==> src/rtl/mem_arbiter_pkg.sv <==
// Shared definitions for the IFU/LSU memory arbiter: op-size encodings,
// FSM states, access lengths and small decode helpers.
package mem_arbiter_pkg;

  typedef enum logic [1:0] {
    ST_IDLE = 2'd0,
    ST_BUSY = 2'd1,
    ST_RESP = 2'd2
  } state_t;

  // lsu_ctr encodings
  localparam logic [2:0] CTR_LB  = 3'b000;
  localparam logic [2:0] CTR_LH  = 3'b001;
  localparam logic [2:0] CTR_LW  = 3'b010;
  localparam logic [2:0] CTR_LBU = 3'b100;
  localparam logic [2:0] CTR_LHU = 3'b101;

  // mem_len values (bytes)
  localparam logic [2:0] LEN_B = 3'd1;
  localparam logic [2:0] LEN_H = 3'd2;
  localparam logic [2:0] LEN_W = 3'd4;

  // requester identity, also used for the round-robin flag
  localparam logic SRC_IFU = 1'b0;
  localparam logic SRC_LSU = 1'b1;

  function automatic logic ctr_legal(input logic [2:0] c);
    case (c)
      CTR_LB, CTR_LH, CTR_LW, CTR_LBU, CTR_LHU: return 1'b1;
      default:                                  return 1'b0;
    endcase
  endfunction

  function automatic logic [2:0] ctr_len(input logic [2:0] c);
    case (c)
      CTR_LB, CTR_LBU: return LEN_B;
      CTR_LH, CTR_LHU: return LEN_H;
      default:         return LEN_W;
    endcase
  endfunction

endpackage

==> src/rtl/mem_arbiter_load_ext.sv <==
// Load data extension: sign/zero-extends the addressed byte or halfword
// (already aligned to bit 0 by memory) according to the op size.
module load_ext
  import mem_arbiter_pkg::*;
(
  input  logic [2:0]  ctr,
  input  logic [31:0] data,
  output logic [31:0] ext
);

  // pick extension from op size; words and anything else pass through
  always_comb begin
    ext = data;
    case (ctr)
      CTR_LB:  ext = {{24{data[7]}},  data[7:0]};
      CTR_LH:  ext = {{16{data[15]}}, data[15:0]};
      CTR_LBU: ext = {24'd0, data[7:0]};
      CTR_LHU: ext = {16'd0, data[15:0]};
      default: ext = data;
    endcase
  end

endmodule

==> src/rtl/mem_arbiter.sv <==
// Round-robin arbiter between instruction fetch and load/store units onto a
// single memory port. One transaction in flight: IDLE -> BUSY -> RESP.
// Illegal op sizes skip memory; stalled accesses abort after TIMEOUT cycles.
module mem_arbiter
  import mem_arbiter_pkg::*;
#(
  parameter int unsigned TIMEOUT = 255
) (
  input  logic        clk,
  input  logic        rst,
  input  logic        ifu_valid,
  output logic        ifu_ready,
  input  logic [31:0] ifu_addr,
  output logic        ifu_rvalid,
  output logic [31:0] ifu_rdata,
  input  logic        lsu_valid,
  output logic        lsu_ready,
  input  logic        lsu_we,
  input  logic [2:0]  lsu_ctr,
  input  logic [31:0] lsu_addr,
  input  logic [31:0] lsu_wdata,
  output logic        lsu_rvalid,
  output logic [31:0] lsu_rdata,
  output logic        mem_req,
  output logic        mem_we,
  output logic [31:0] mem_addr,
  output logic [31:0] mem_wdata,
  output logic [2:0]  mem_len,
  input  logic        mem_done,
  input  logic [31:0] mem_rdata,
  output logic        err,
  output logic        bus_err
);

  state_t      state;
  logic        last_gnt;
  logic        src_q;
  logic [2:0]  ctr_q;
  logic [7:0]  cnt;
  logic [31:0] ext_data;
  logic        gnt_ifu, gnt_lsu;

  // grant: lone requester wins, a tie goes to whoever was not served last
  always_comb begin
    gnt_ifu = 1'b0;
    gnt_lsu = 1'b0;
    if (state == ST_IDLE && !rst) begin
      gnt_ifu = ifu_valid && (!lsu_valid || last_gnt == SRC_LSU);
      gnt_lsu = lsu_valid && !gnt_ifu;
    end
  end

  assign ifu_ready = gnt_ifu;
  assign lsu_ready = gnt_lsu;

  // extension works on the incoming word so the response registers in the
  // same edge that mem_done is seen
  load_ext u_load_ext (
    .ctr  (ctr_q),
    .data (mem_rdata),
    .ext  (ext_data)
  );

  // transaction FSM with registered memory-side and response outputs
  always_ff @(posedge clk) begin
    if (rst) begin
      state      <= ST_IDLE;
      last_gnt   <= SRC_LSU;
      src_q      <= SRC_IFU;
      ctr_q      <= 3'd0;
      cnt        <= 8'd0;
      mem_req    <= 1'b0;
      mem_we     <= 1'b0;
      mem_addr   <= 32'd0;
      mem_wdata  <= 32'd0;
      mem_len    <= 3'd0;
      ifu_rvalid <= 1'b0;
      ifu_rdata  <= 32'd0;
      lsu_rvalid <= 1'b0;
      lsu_rdata  <= 32'd0;
      err        <= 1'b0;
      bus_err    <= 1'b0;
    end else begin
      case (state)
        ST_IDLE: begin
          cnt <= 8'd0;
          if (gnt_ifu) begin
            src_q     <= SRC_IFU;
            last_gnt  <= SRC_IFU;
            ctr_q     <= CTR_LW;
            mem_addr  <= ifu_addr;
            mem_we    <= 1'b0;
            mem_wdata <= 32'd0;
            mem_len   <= LEN_W;
            mem_req   <= 1'b1;
            state     <= ST_BUSY;
          end else if (gnt_lsu) begin
            src_q     <= SRC_LSU;
            last_gnt  <= SRC_LSU;
            ctr_q     <= lsu_ctr;
            mem_addr  <= lsu_addr;
            mem_we    <= lsu_we;
            mem_wdata <= lsu_wdata;
            mem_len   <= ctr_len(lsu_ctr);
            if (ctr_legal(lsu_ctr)) begin
              mem_req <= 1'b1;
              state   <= ST_BUSY;
            end else begin
              // bad op size never reaches memory; answer with an error now
              lsu_rvalid <= 1'b1;
              lsu_rdata  <= 32'd0;
              err        <= 1'b1;
              bus_err    <= 1'b1;
              state      <= ST_RESP;
            end
          end
        end
        ST_BUSY: begin
          if (mem_done) begin
            // completion wins even on the last allowed cycle
            mem_req <= 1'b0;
            state   <= ST_RESP;
            if (src_q == SRC_IFU) begin
              ifu_rvalid <= 1'b1;
              ifu_rdata  <= mem_rdata;
            end else begin
              lsu_rvalid <= 1'b1;
              lsu_rdata  <= mem_we ? 32'd0 : ext_data;
            end
          end else if (cnt == 8'(TIMEOUT - 1)) begin
            mem_req <= 1'b0;
            err     <= 1'b1;
            bus_err <= 1'b1;
            state   <= ST_RESP;
            if (src_q == SRC_IFU) begin
              ifu_rvalid <= 1'b1;
              ifu_rdata  <= 32'd0;
            end else begin
              lsu_rvalid <= 1'b1;
              lsu_rdata  <= 32'd0;
            end
          end else begin
            cnt <= cnt + 8'd1;
          end
        end
        ST_RESP: begin
          ifu_rvalid <= 1'b0;
          lsu_rvalid <= 1'b0;
          err        <= 1'b0;
          state      <= ST_IDLE;
        end
        default: state <= ST_IDLE;
      endcase
    end
  end

endmodule

==> config.mk <==
export PLATFORM = sky130hd
export DESIGN_NAME = mem_arbiter
export DESIGN_NICKNAME = d
export VERILOG_FILES = /design/src/rtl/mem_arbiter_pkg.sv /design/src/rtl/mem_arbiter_load_ext.sv /design/src/rtl/mem_arbiter.sv
export SDC_FILE = /design/constraint.sdc
export NUM_CORES = 1
export LEC_CHECK = 0
export ABC_AREA = 1
export CAP_MARGIN = 20
export CELL_PAD_IN_SITES_DETAIL_PLACEMENT = 1
export CELL_PAD_IN_SITES_GLOBAL_PLACEMENT = 1
export CORE_ASPECT_RATIO = 2
export CORE_UTILIZATION = 31
export DETAILED_ROUTE_END_ITERATION = 6
export PLACE_DENSITY_LB_ADDON = 0.1
export SYNTH_ARGS = -nofsm -noshare
export SYNTH_HDL_FRONTEND = slang
export SYNTH_SLANG_ARGS = --single-unit
==> constraint.sdc <==
create_clock -name clk -period 5.4 [get_ports clk]
set_clock_uncertainty 0.1 [all_clocks]
set_input_delay 0.54 -clock clk [delete_from_list [all_inputs] [get_ports clk]]
set_output_delay 0.54 -clock clk [all_outputs]
set_load 0.1 [all_outputs]
==> out/results.ini <==
[layout]
nets = 1283
syn_to_final_growth_pct = 52.8
drive_above_1_share = 0.0677

[job]
max_cap_viol_count = 0

[detailed_routing]
totalWireLength_um = 23400
detail-route-antenna-nets = 0
avgViaCountPerCell = 4.78
post-route-drc-count = 0
via_count = 6776
wl_per_cell_um = 16.5
drtIter0Drc = 179
dr.pass1.iters = 4

[place]
dp_slack_ns = 1.86
numPortBuffers = 275
hpwlAfterDp_um = 16900
gp_congestion = 0.781

[sta]
period_share = 0.654
report.final.slew_viol_count = 0
holdWs_ns = 0.347
finalCriticalPeriod_ns = 3.53
hold_viol_final = 0
setup_ws_ns = 1.87
fmax_ghz = 0.283
tightest_slew_ns = 1.06
relSlewSlack = 0.288
setup_viol = 0
fin_setup_tns_ns = 0
rsz0062_at_grt = no

[power]
pwr-share-clk = 0.195
p_int_mw = 2.76
power.share.sequential = 0.257
cellLeakagePower_nw = 3.59
combPwrFrac = 0.549
powerDensity_nw_per_um2 = 598
peakVddDrop_mv = 0.254
switching_share = 0.530
power.switching_mw = 3.12
total_power_mw = 5.88

[worst_setup_path]
critical_path_depth = 7
critPathTopFamily = buffers and inverters
critical_path_peak_fanout = 34
crit_path_max_incr_delay_ns = 0.68
crit_buf_inv = 4
arrival_ns = 2.89
path_class = flip-flop to output pin
worst_setup_path_end_kind = output pin
cp_cell_sequence = inv_1 -> ha_1 -> inv_2 -> nor2_2 -> nand3_1 -> inv_2 -> buf_4
ff2ff_path_depth = 9
required_ns = 4.76
startpoint_type = flip-flop
worst_path_most_repeated_cell = inv_2
critical-path-slowest-cell = inv_2

[synthesis]
synth_edf_count = 0
synth-async-reset-ratio = 0
synth.avg_cell_area_um2 = 7.16
syn_area_um2 = 6430
syn_nets = 1041
yosys_register_bits = 152
yosys_warnings = 0
syn_inst = 898
synth_seq_area_share = 0.473
synth_cell_type_count = 29
synth-main-ff-cell = dfxtp_1

[hold_path]
whs_path_depth = 2
hp-class = flip-flop to flip-flop

[floorplanning]
pin_count = 276
die_h_um = 206
initial_core_util = 0.316
coreArea_um2 = 20400
dieArea_um2 = 21400
die_w_um = 104
num_rows = 74

[global_routing]
grt_pass1_wl_um = 36900
grt.total_usage = 0.221
grt_max_degree = 63
grt.overflow.total = 0
antenna_found_initial = 1
grt_pass1_vias = 7145

[cts]
cts_setup_buffers = 0
htreeDepth = 4
ctsHoldBuffers = 0
cts.sinks = 152
cts_root_buf = clkbuf_16
cts_made_buffers = 17
clk_path_buf_depth = 2
cts_tree = yes
insertion_delay_ns = 0.42
cts.clk_slew.worst_paths_ns = 0.06
cts_resized = 0

[outcome]
status = finished, final reports clean

## final timing paths
check / from / endpoint / slack [ns]
setup / recovery: state[1]$_SDFFE_PP0P_ / ifu_ready / 1.87
hold / removal: ifu_rvalid$_SDFFE_PP0P_ / ifu_rvalid$_SDFFE_PP0P_ / 0.35
setup reg to reg: state[0]$_SDFFE_PP0P_ / mem_addr[19]$_SDFFE_PP0P_ / 2.18
hold reg to reg: ifu_rvalid$_SDFFE_PP0P_ / ifu_rvalid$_SDFFE_PP0P_ / 0.35
## metal layers
| layer | track usage | wire length (um) | vias to the layer above |
|---|---|---|---|
| met5 | 0 | 0 | - |
| met3 | 0.0621 | 1360 | 41 |
| met1 | 0.210 | 8390 | 3141 |
| met4 | 0.104 | 758 | 0 |
| li1 | - | - | 3394 |
| met2 | 0.432 | 12900 | 200 |
## Yosys cell counts (4+ instances only)
master,n,share of area
nand2_1,297,0.17
dfxtp_1,152,0.47
nor2_1,90,0.053
nand3_1,89,0.069
a21oi_1,82,0.064
a31oi_1,32,0.031
clkbuf_1,22,0.013
inv_1,22,0.013
o21ai_0,22,0.017
buf_2,21,0.016
or2_2,17,0.017
buf_4,7,0.0082
buf_1,6,0.0035
ha_1,6,0.012
inv_2,6,0.0035
nand2_2,4,0.0039
nor2_2,4,0.0039
xor2_1,4,0.0054
## cell usage in the layout, fill, tap and decap left out
master / instances
diode_2: 1
nor2_1: 89
o211ai_1: 1
nor2_4: 2
nand4_1: 2
nand3_2: 1
nand3_1: 89
buf_4: 10
a31oi_1: 32
clkinv_4: 1
clkinv_2: 4
clkdlybuf4s50_1: 272
nand3_4: 1
inv_1: 22
bufinv_16: 1
nor3_1: 1
ha_1: 6
nand2_2: 4
o21ai_1: 1
a21oi_1: 82
inv_2: 7
clkbuf_8: 2
clkbuf_16: 17
xor2_1: 4
o21ai_0: 22
nand2_1: 297
or2_2: 17
nand3b_1: 1
nor2_2: 5
clkinvlp_4: 6
o21a_1: 1
dfxtp_1: 152
## registers in the layout (all words and copies together), names as in the netlist
name,count
mem_we,1
state,2
ctr_q,3
bus_err,1
mem_addr,32
ifu_rvalid,1
ifu_rdata,32
last_gnt,1
mem_wdata,32
src_q,1
err,1
mem_req,1
cnt,8
mem_len,3
lsu_rdata,32
lsu_rvalid,1
## power groups by stage
stage          sequential (mW)  combinational [mW]  clock (mW)
5_1_grt                   1.54                3.41        1.22
6_report                  1.51                3.22        1.14
3_5_place_dp              1.53                3.25           0
4_1_cts                   1.51                3.26        1.18
3_3_place_gp              1.52                3.23           0
2_1_floorplan             3.13               0.858           0
## worst reg2reg max path, delay by kind of cell (launching register included)
| family | cells | cell delay (ns) |
|---|---|---|
| DFF | 1 | 0.38 |
| buffers and inverters | 3 | 1.02 |
| AOI/OAI and AO/OA | 1 | 0.16 |
| adders and majority gates | 1 | 0.27 |
| and+or+nand+nor | 4 | 1.23 |
## area by class of cell
class | count | area (um2)
fillers | 2550 | 10500
flip-flops and latches | 152 | 3040
multi-input cells | 658 | 2980
repair buffers | 282 | 2800
clock buffers | 19 | 453
well taps | 266 | 333
inverters | 29 | 109
clock inverters | 12 | 104
diodes | 1 | 2.50
## kinds of logic (layout without fill, tap and decap cells)
group | count (synthesis) | count (layout) | synth area share
DFF | 152 | 152 | 0.473
xor gates and xnor gates | 4 | 4 | 0.00545
other | 0 | 1 | 0
AOI/OAI and AO/OA | 139 | 139 | 0.115
adders and majority gates | 6 | 6 | 0.0117
and+or+nand+nor | 509 | 509 | 0.331
buffers and inverters | 88 | 342 | 0.0631
## metrics by stage
step	utilization	std cells	area [um2]
floorplan	-	898	6430
global placement	0.455	1387	9270
detailed placement	0.455	1387	9270
CTS	0.482	1418	9820
global route	0.482	1419	9820
finish	0.482	1419	9820
Power figures use the tool's default switching activity.
